### src/rtl/eth_dibit_feeder.sv
// Byte FIFO feeding an LSB-first dibit serializer for the Ethernet packer.
// Optional ETH_FEEDER_UNDERRUN_CANCEL_EN adds a one-cycle cancel pulse on underrun entry.
module eth_dibit_feeder #(
  parameter int unsigned DEPTH = 16
) (
  input  logic                       clk,
  input  logic                       rst,
  input  logic                       byte_valid,
  input  logic [7:0]                 byte_data,
  output logic                       byte_ready,
  input  logic                       stall,
  output logic [1:0]                 axiod,
  output logic                       axiov,
  output logic [$clog2(DEPTH):0]     fill,
  output logic [15:0]                underrun_count,
  output logic                       cancel_out
);

  localparam int unsigned AW = $clog2(DEPTH);
  localparam int unsigned FW = AW + 1;

  logic [7:0]    mem [DEPTH];
  logic [AW-1:0] wr_ptr;
  logic [AW-1:0] rd_ptr;
  logic [7:0]    shreg;
  logic [1:0]    idx;
  logic          loaded;

  logic wr_en;
  logic consume;
  logic pop;
  logic underrun;
  logic fifo_empty;

  // Handshake and serializer events, all decoded from registered state
  always_comb begin
    byte_ready = (fill < FW'(DEPTH));
    wr_en      = byte_valid && byte_ready && !rst;
    fifo_empty = (fill == '0);
    consume    = loaded && !stall;
    pop        = !fifo_empty && (!loaded || (consume && (idx == 2'd3)));
    underrun   = !stall && !loaded;
    axiod      = loaded ? shreg[1:0] : 2'b00;
    axiov      = loaded;
  end

  // Storage array carries no reset; pointers define validity
  always_ff @(posedge clk) begin
    if (wr_en) begin
      mem[wr_ptr] <= byte_data;
    end
  end

  always_ff @(posedge clk) begin
    if (rst) begin
      wr_ptr <= '0;
      rd_ptr <= '0;
      fill   <= '0;
    end else begin
      if (wr_en) begin
        wr_ptr <= wr_ptr + AW'(1);
      end
      if (pop) begin
        rd_ptr <= rd_ptr + AW'(1);
      end
      case ({wr_en, pop})
        2'b10:   fill <= fill + FW'(1);
        2'b01:   fill <= fill - FW'(1);
        default: fill <= fill;
      endcase
    end
  end

  // Serializer: a pop on the last dibit reloads without a bubble
  always_ff @(posedge clk) begin
    if (rst) begin
      shreg  <= '0;
      idx    <= '0;
      loaded <= 1'b0;
    end else if (pop) begin
      shreg  <= mem[rd_ptr];
      idx    <= '0;
      loaded <= 1'b1;
    end else if (consume) begin
      shreg <= {2'b00, shreg[7:2]};
      idx   <= idx + 2'd1;
      if (idx == 2'd3) begin
        loaded <= 1'b0;
      end
    end
  end

  always_ff @(posedge clk) begin
    if (rst) begin
      underrun_count <= '0;
    end else if (underrun && (underrun_count != 16'hFFFF)) begin
      underrun_count <= underrun_count + 16'd1;
    end
  end

`ifdef ETH_FEEDER_UNDERRUN_CANCEL_EN
  logic prev_underrun;

  // Pulse only on the first cycle of an underrun run
  always_ff @(posedge clk) begin
    if (rst) begin
      prev_underrun <= 1'b0;
      cancel_out    <= 1'b0;
    end else begin
      prev_underrun <= underrun;
      cancel_out    <= underrun && !prev_underrun;
    end
  end
`else
  assign cancel_out = 1'b0;
`endif

endmodule

### config.mk
export PLATFORM = sky130hd
export DESIGN_NAME = eth_dibit_feeder
export DESIGN_NICKNAME = d
export VERILOG_FILES = /design/src/rtl/eth_dibit_feeder.sv
export SDC_FILE = /design/constraint.sdc
export NUM_CORES = 1
export LEC_CHECK = 0
export CAP_MARGIN = 20
export CORE_MARGIN = 5
export CORE_UTILIZATION = 54
export DETAILED_ROUTE_END_ITERATION = 10
export GPL_ROUTABILITY_DRIVEN = 0
export PLACE_DENSITY = 0.71
export SLEW_MARGIN = 20
export SYNTH_ARGS = -nofsm -noshare
export SYNTH_HDL_FRONTEND = slang
export SYNTH_SLANG_ARGS = --single-unit
### constraint.sdc
create_clock -name clk -period 3.3 [get_ports clk]
set_input_delay 0.66 -clock clk [delete_from_list [all_inputs] [get_ports clk]]
set_output_delay 0.66 -clock clk [all_outputs]
set_load 0.02 [all_outputs]
Word level (Yosys, flattened, before mapping). Memory sizes are Yosys's and may differ from the RTL's. A register that Yosys moved wholly into a read port is not among the register bits. Cells that the tools add are included.

Register bits: 40. Memory bits (writable): 128. Input bits: 12. Output and inout bits: 26. Word-level logic and storage cells: 48. Memories: 1.

Add/sub/neg operators: 6. $lt $le $gt $ge: 1. Eq/ne operators: 4. Multiplexer cells: 11. Reductions and logical operators: 18.

Memory list: mem (words 16, bits a word 8, rd ports 1, clocked after memory_dff 1, wr ports 1, RTL line 22) `logic [7:0] mem [DEPTH];`.

Operator list (count): $add A16 B1 Y16 const B (1); $mux W8 (2); $ne A16 B16 Y1 const B (1); $pmux W5 S2 (1); $add A4 B1 Y4 const B (2); $mux W4 (2); $logic_and A1 B1 Y1 (7); $reduce_bool A2 Y1 (3); $add A5 B1 Y5 const B (1); $logic_not A5 Y1 (1); $lt A5 B5 Y1 const B (1); $mux W1 (5); $sub A5 B1 Y5 const B (1); $eq A2 B2 Y1 const B (2); $logic_not A1 Y1 (4); $add A2 B1 Y2 const B (1); $eq A2 B1 Y1 const B (1); $mux W2 (1); $reduce_and A2 Y1 (1); $reduce_or A2 Y1 (1); $logic_or A1 B1 Y1 (1).

Longest topological paths before layout.
Depth in word-level cells: 7. Gate-level depth with buffers: 14. Gate-level depth less buffers: 11.

Worst setup path after synthesis. OpenSTA, ideal clock, no wires.

Path type: register to register. Start: register fill[2]. End: register fill[4]. Library setup time: 0.121 ns. Arrival: 2.983 ns. Required time: 3.179 ns. Setup slack: 0.196 ns. Cell stages (with the launch flop): 14. Buffers on the path: 4. Clock period less this slack: 3.104 ns. Cells stage by stage: dfxtp_1 -> buf_2 -> or4_1 -> clkbuf_1 -> a2bb2oi_1 -> buf_6 -> ha_1 -> clkbuf_1 -> xor2_1 -> ha_1 -> a21oi_1 -> a32oi_1 -> a21oi_1 -> mux2_2.

Word-level cells in the longest chain between the ends: 5. Elaborated cells between the ends (all ways): 12. Those cells by class: 2 x add/sub; 1 x order compare; 2 x eq/ne; 1 x mux; 6 x reduce/logical.

Ends and longest elaborated chain: from (decl) (RTL line 14) `output logic [$clog2(DEPTH):0] fill,`; from (signal assigned) (RTL line 67) `2'b10: fill <= fill + FW'(1);`; from (signal assigned) (RTL line 68) `2'b01: fill <= fill - FW'(1);`; from (signal assigned) (RTL line 69) `default: fill <= fill;`; $logic_not A5 Y1 * (RTL line 39) `fifo_empty = (fill == '0);`; $logic_not A1 Y1 * (RTL line 41) `pop = !fifo_empty && (!loaded || (consume && (idx == 2'd3)));`; $logic_and A1 B1 Y1 * (RTL line 41); net pop (RTL line 31) `logic pop;`; $eq A2 B1 Y1 or $eq A2 B2 Y1 (tied branches) (RTL line 66) `case ({wr_en, pop})`; $pmux W5 S2 or $reduce_bool A2 Y1 (tied branches).

Mark *: on every way through the listed nets, which the timed path passes. The rest lies on a longest branch. A chain may end at the register's enable or synchronous reset.

Worst setup path after layout.
Start: register fill[0]. End: register fill[4].

Word-level cells in the longest chain between the ends: 5. Elaborated cells between the ends (all ways): 12. Those cells by class: 2 x add/sub; 1 x order compare; 2 x eq/ne; 1 x mux; 6 x reduce/logical.

Ends and longest elaborated chain (RTL line): $lt A5 B5 Y1 or $logic_not A5 Y1 (tied branches) (37, 39); $logic_and A1 B1 Y1 or $logic_not A1 Y1 (tied branches) (38, 41); $logic_and A1 B1 Y1 (on tied branches) (38, 41); $eq A2 B1 Y1 or $eq A2 B2 Y1 (tied branches) (66); $pmux W5 S2 or $reduce_bool A2 Y1 (tied branches).

Parallel ways exist; a longest one is shown, timed or not.

==> impl_metrics.py <==
metrics = {
    "yosys": {
        "synth_cell_type_count": 51,
        "muxShareOfSynthArea": 0.1316,
        "synth_top_family_by_area": "multiplexers",
        "yosys_warnings": 0,
        "ys_seq_area_frac": 0.6706,
        "post_synth_xor_area_fraction": 0.02611,
        "postSynth.asyncResetShare": 0,
        "synth-adder-area-share": 0.01776,
        "synth_compound_area_frac": 0.04529,
        "synthFlopType": "edfxtp_1",
        "synth-edff-count": 128,
        "yosys.area_share.simple": 0.08435,
        "synth-seq-cells": 172,
        "syn_area_mm2": 0.007046,
        "synth_fp_nets": 472,
        "synthCells": 450,
        "avgSynthCellArea_um2": 15.66,
    },
    "final_layout": {
        "final_util": 0.6490,
        "finalInstanceArea_mm2": 0.008257,
        "fin_nets": 529,
        "area_growth_pct": 17.19,
        "drive_gt1_frac": 0.1981,
        "antenna_cells": 0,
    },
    "floorplan": {
        "die-area_mm2": 0.01543,
        "ios": 38,
        "initial_core_util": 0.5538,
        "placementRows": 41,
        "core_mm2": 0.01272,
        "die_width_um": 124.2,
        "die_height_um": 124.2,
    },
    "global_route": {
        "met3_usage": 0.04803,
        "grt_pass1_wl_um": 21690,
        "track_usage": 0.1822,
        "grt_max_degree": 46,
        "antenna_found_initial": 0,
        "grt_pass1_vias": 3981,
        "grt_overflow": 0,
        "busiest_layer": "met2",
        "met2_usage": 0.2936,
        "grtUsageMet1": 0.2330,
    },
    "setup_path": {
        "crit_fanout": 6,
        "end_kind": "register",
        "cp.arrival_ns": 3.16,
        "worstPathRequired_ns": 3.61,
        "path_class": "register to register",
        "cp_slowest_stage_delay_ns": 0.65,
        "critPathSlowestCell": "or4_1",
        "cp_cell_sequence": "or4_1, a2bb2oi_1, ha_1, xor2_1, ha_1, a21oi_1, a32oi_1, a21oi_1, mux2_2",
        "start_kind": "register",
    },
    "sta": {
        "clock_skew_ns": 0.004427,
        "setup_viol": 0,
        "period_minus_slack_ns": 2.845,
        "max_freq_mhz": 351.5,
        "max_slew_margin": 0.5431,
        "timing.final.crit_share": 0.8621,
        "rsz0062_at_grt": "no",
        "finalHoldViolCount": 0,
        "tightest_slew_ns": 0.6854,
        "fin_tns_setup_ns": 0,
        "maxSlewViolCount": 0,
    },
    "clock_network": {
        "cts_sinks": 172,
        "cts_made_buffers": 17,
        "htreeDepth": 4,
        "clock_latency_ns": 0.42,
        "cts_tree": "built",
        "cts_setup_buffers": 0,
        "cts.clk_slew.worst_paths_ns": 0.06,
        "root_buffer": "clkbuf_16",
        "cts_hold_buf": 0,
        "clockBufferDepth": 2,
        "post_cts_resized": 0,
    },
    "detailed_routing": {
        "vias": 3983,
        "drt_first_pass_iters": 4,
        "dr.first_iter.drc_count": 321,
        "drt_wl_total_um": 13480,
        "drc_errors": 0,
        "post_drt_wl_per_cell_um": 19.48,
        "routed_via_density": 5.756,
        "postRouteAntennaNets": 0,
    },
    "power": {
        "peakVddDrop_mv": 0.4564,
        "power_leakage_uw": 0.002683,
        "power.density_cell_area_mw_per_mm2": 659.9,
    },
    "place": {
        "dpl_cell_area_mm2": 0.007687,
        "hpwl_um": 9021,
        "port_buffers": 36,
    },
    "run": {
        "cap_violations": 0,
    },
    "worst_hold_path": {
        "hold_path_class": "register to register",
    },
    "outcome": {
        "outcome": "complete, no violations",
    },
}
[registers in the layout, summed over array words and instances (netlist names), named ones only]
signal / flops
rd_ptr: 4
underrun_count: 16
fill: 5
idx: 2
mem: 128
wr_ptr: 4
shreg: 8
axiov: 1
[power breakdown]
group          switching, uW  internal (uW)  leakage (uW)
logic                    462            489      0.000890
clock network            787           1120      0.000281
registers                155           2430       0.00151
total                   1400           4040       0.00268
[layer usage]
layer	up-vias	routed length, um
li1	1842	-
met1	2006	5793
met4	0	339
met2	110	6604
met5	-	0
met3	25	744
[layout by cell type (no fill, tap or decap), types with 4 or more instances in the layout]
master	netlist	routed
inv_1	10	10
a22oi_1	5	5
nor2b_1	8	8
clkdlybuf4s50_1	0	36
dfxtp_1	44	43
ha_1	10	10
nand3_1	6	6
o21ai_0	4	4
buf_4	1	26
nand2b_1	5	5
nand4_1	6	6
a211oi_1	5	5
xnor2_1	14	14
nand2_1	18	18
o22ai_1	4	4
clkbuf_16	0	17
edfxtp_1	128	128
a21oi_1	9	9
nor3_1	10	10
xor2_1	7	7
mux4_2	36	36
clkinv_2	0	5
nor2_1	49	49
mux2_2	5	5
mux2i_1	6	6
[per-stage QoR]
stage	total power (uW)	setup WS (ns)	std cells	hold slack, ns
4_1_cts	5507	0.4654	692	0.5214
3_3_place_gp	3559	0.2477	660	0.4963
2_1_floorplan	3330	0.1958	450	0.4773
3_5_place_dp	3591	0.1940	660	0.5062
5_1_grt	5699	0.2863	692	0.5570
6_report	5448	0.4552	692	0.5240
[kinds of logic (layout without fill, tap and decap cells)]
| logic type | after synthesis | after routing |
|---|---|---|
| mux | 47 | 47 |
| flops | 172 | 172 |
| other cells | 1 | 1 |
| compound gates | 46 | 46 |
| fa+ha+maj | 10 | 10 |
| buf+inv | 34 | 104 |
| simple gates | 119 | 119 |
| xor+xnor | 21 | 21 |
[worst max-delay path, delay by kind of cell (launching register included)]
kind,cells,cell delay [ns]
flops,1,0.36
compound gates,4,0.81
xor+xnor,1,0.15
fa+ha+maj,2,0.43
simple gates,1,0.65
mux,1,0.34
[area by class of cell]
type	count	area (um^2)
sequential	172	4726
fill	962	4466
multi-input combinational	244	2153
timing repair buffer	62	555.5
clock buffer	19	442.9
tap	172	215.2
clock inverter	13	126.4
inverter	10	37.54
[path summary, 6_finish.rpt]
path            start  endpoint  slack (ns)  cells after the start
max           fill[0]   fill[4]        0.46                      9
min          shreg[6]  shreg[6]        0.52                      2
min reg2reg  shreg[6]  shreg[6]        0.52                      2
max reg2reg   fill[0]   fill[4]        0.46                      9
[cells in the mapped netlist (3+ instances only)]
cell / instances / area share
a22oi_1: 5 / 0.0053
nand3_1: 6 / 0.0043
clkbuf_1: 12 / 0.0064
ha_1: 10 / 0.018
mux2_2: 5 / 0.0080
xnor2_1: 14 / 0.017
nor4b_1: 3 / 0.0037
o21ai_0: 4 / 0.0028
mux4_2: 36 / 0.12
nor2_1: 49 / 0.026
a21oi_1: 9 / 0.0064
xor2_1: 7 / 0.0087
mux2i_1: 6 / 0.0085
a31oi_1: 3 / 0.0027
a211oi_1: 5 / 0.0053
buf_2: 5 / 0.0036
o22ai_1: 4 / 0.0036
inv_1: 10 / 0.0053
and2_1: 3 / 0.0027
edfxtp_1: 128 / 0.55
nand4_1: 6 / 0.0053
dfxtp_1: 44 / 0.13
nor2b_1: 8 / 0.0071
nand2b_1: 5 / 0.0044
buf_6: 4 / 0.0064
nand2_1: 18 / 0.0096
nor3_1: 10 / 0.0071
No activity file was read; power rests on OpenSTA's default activity.
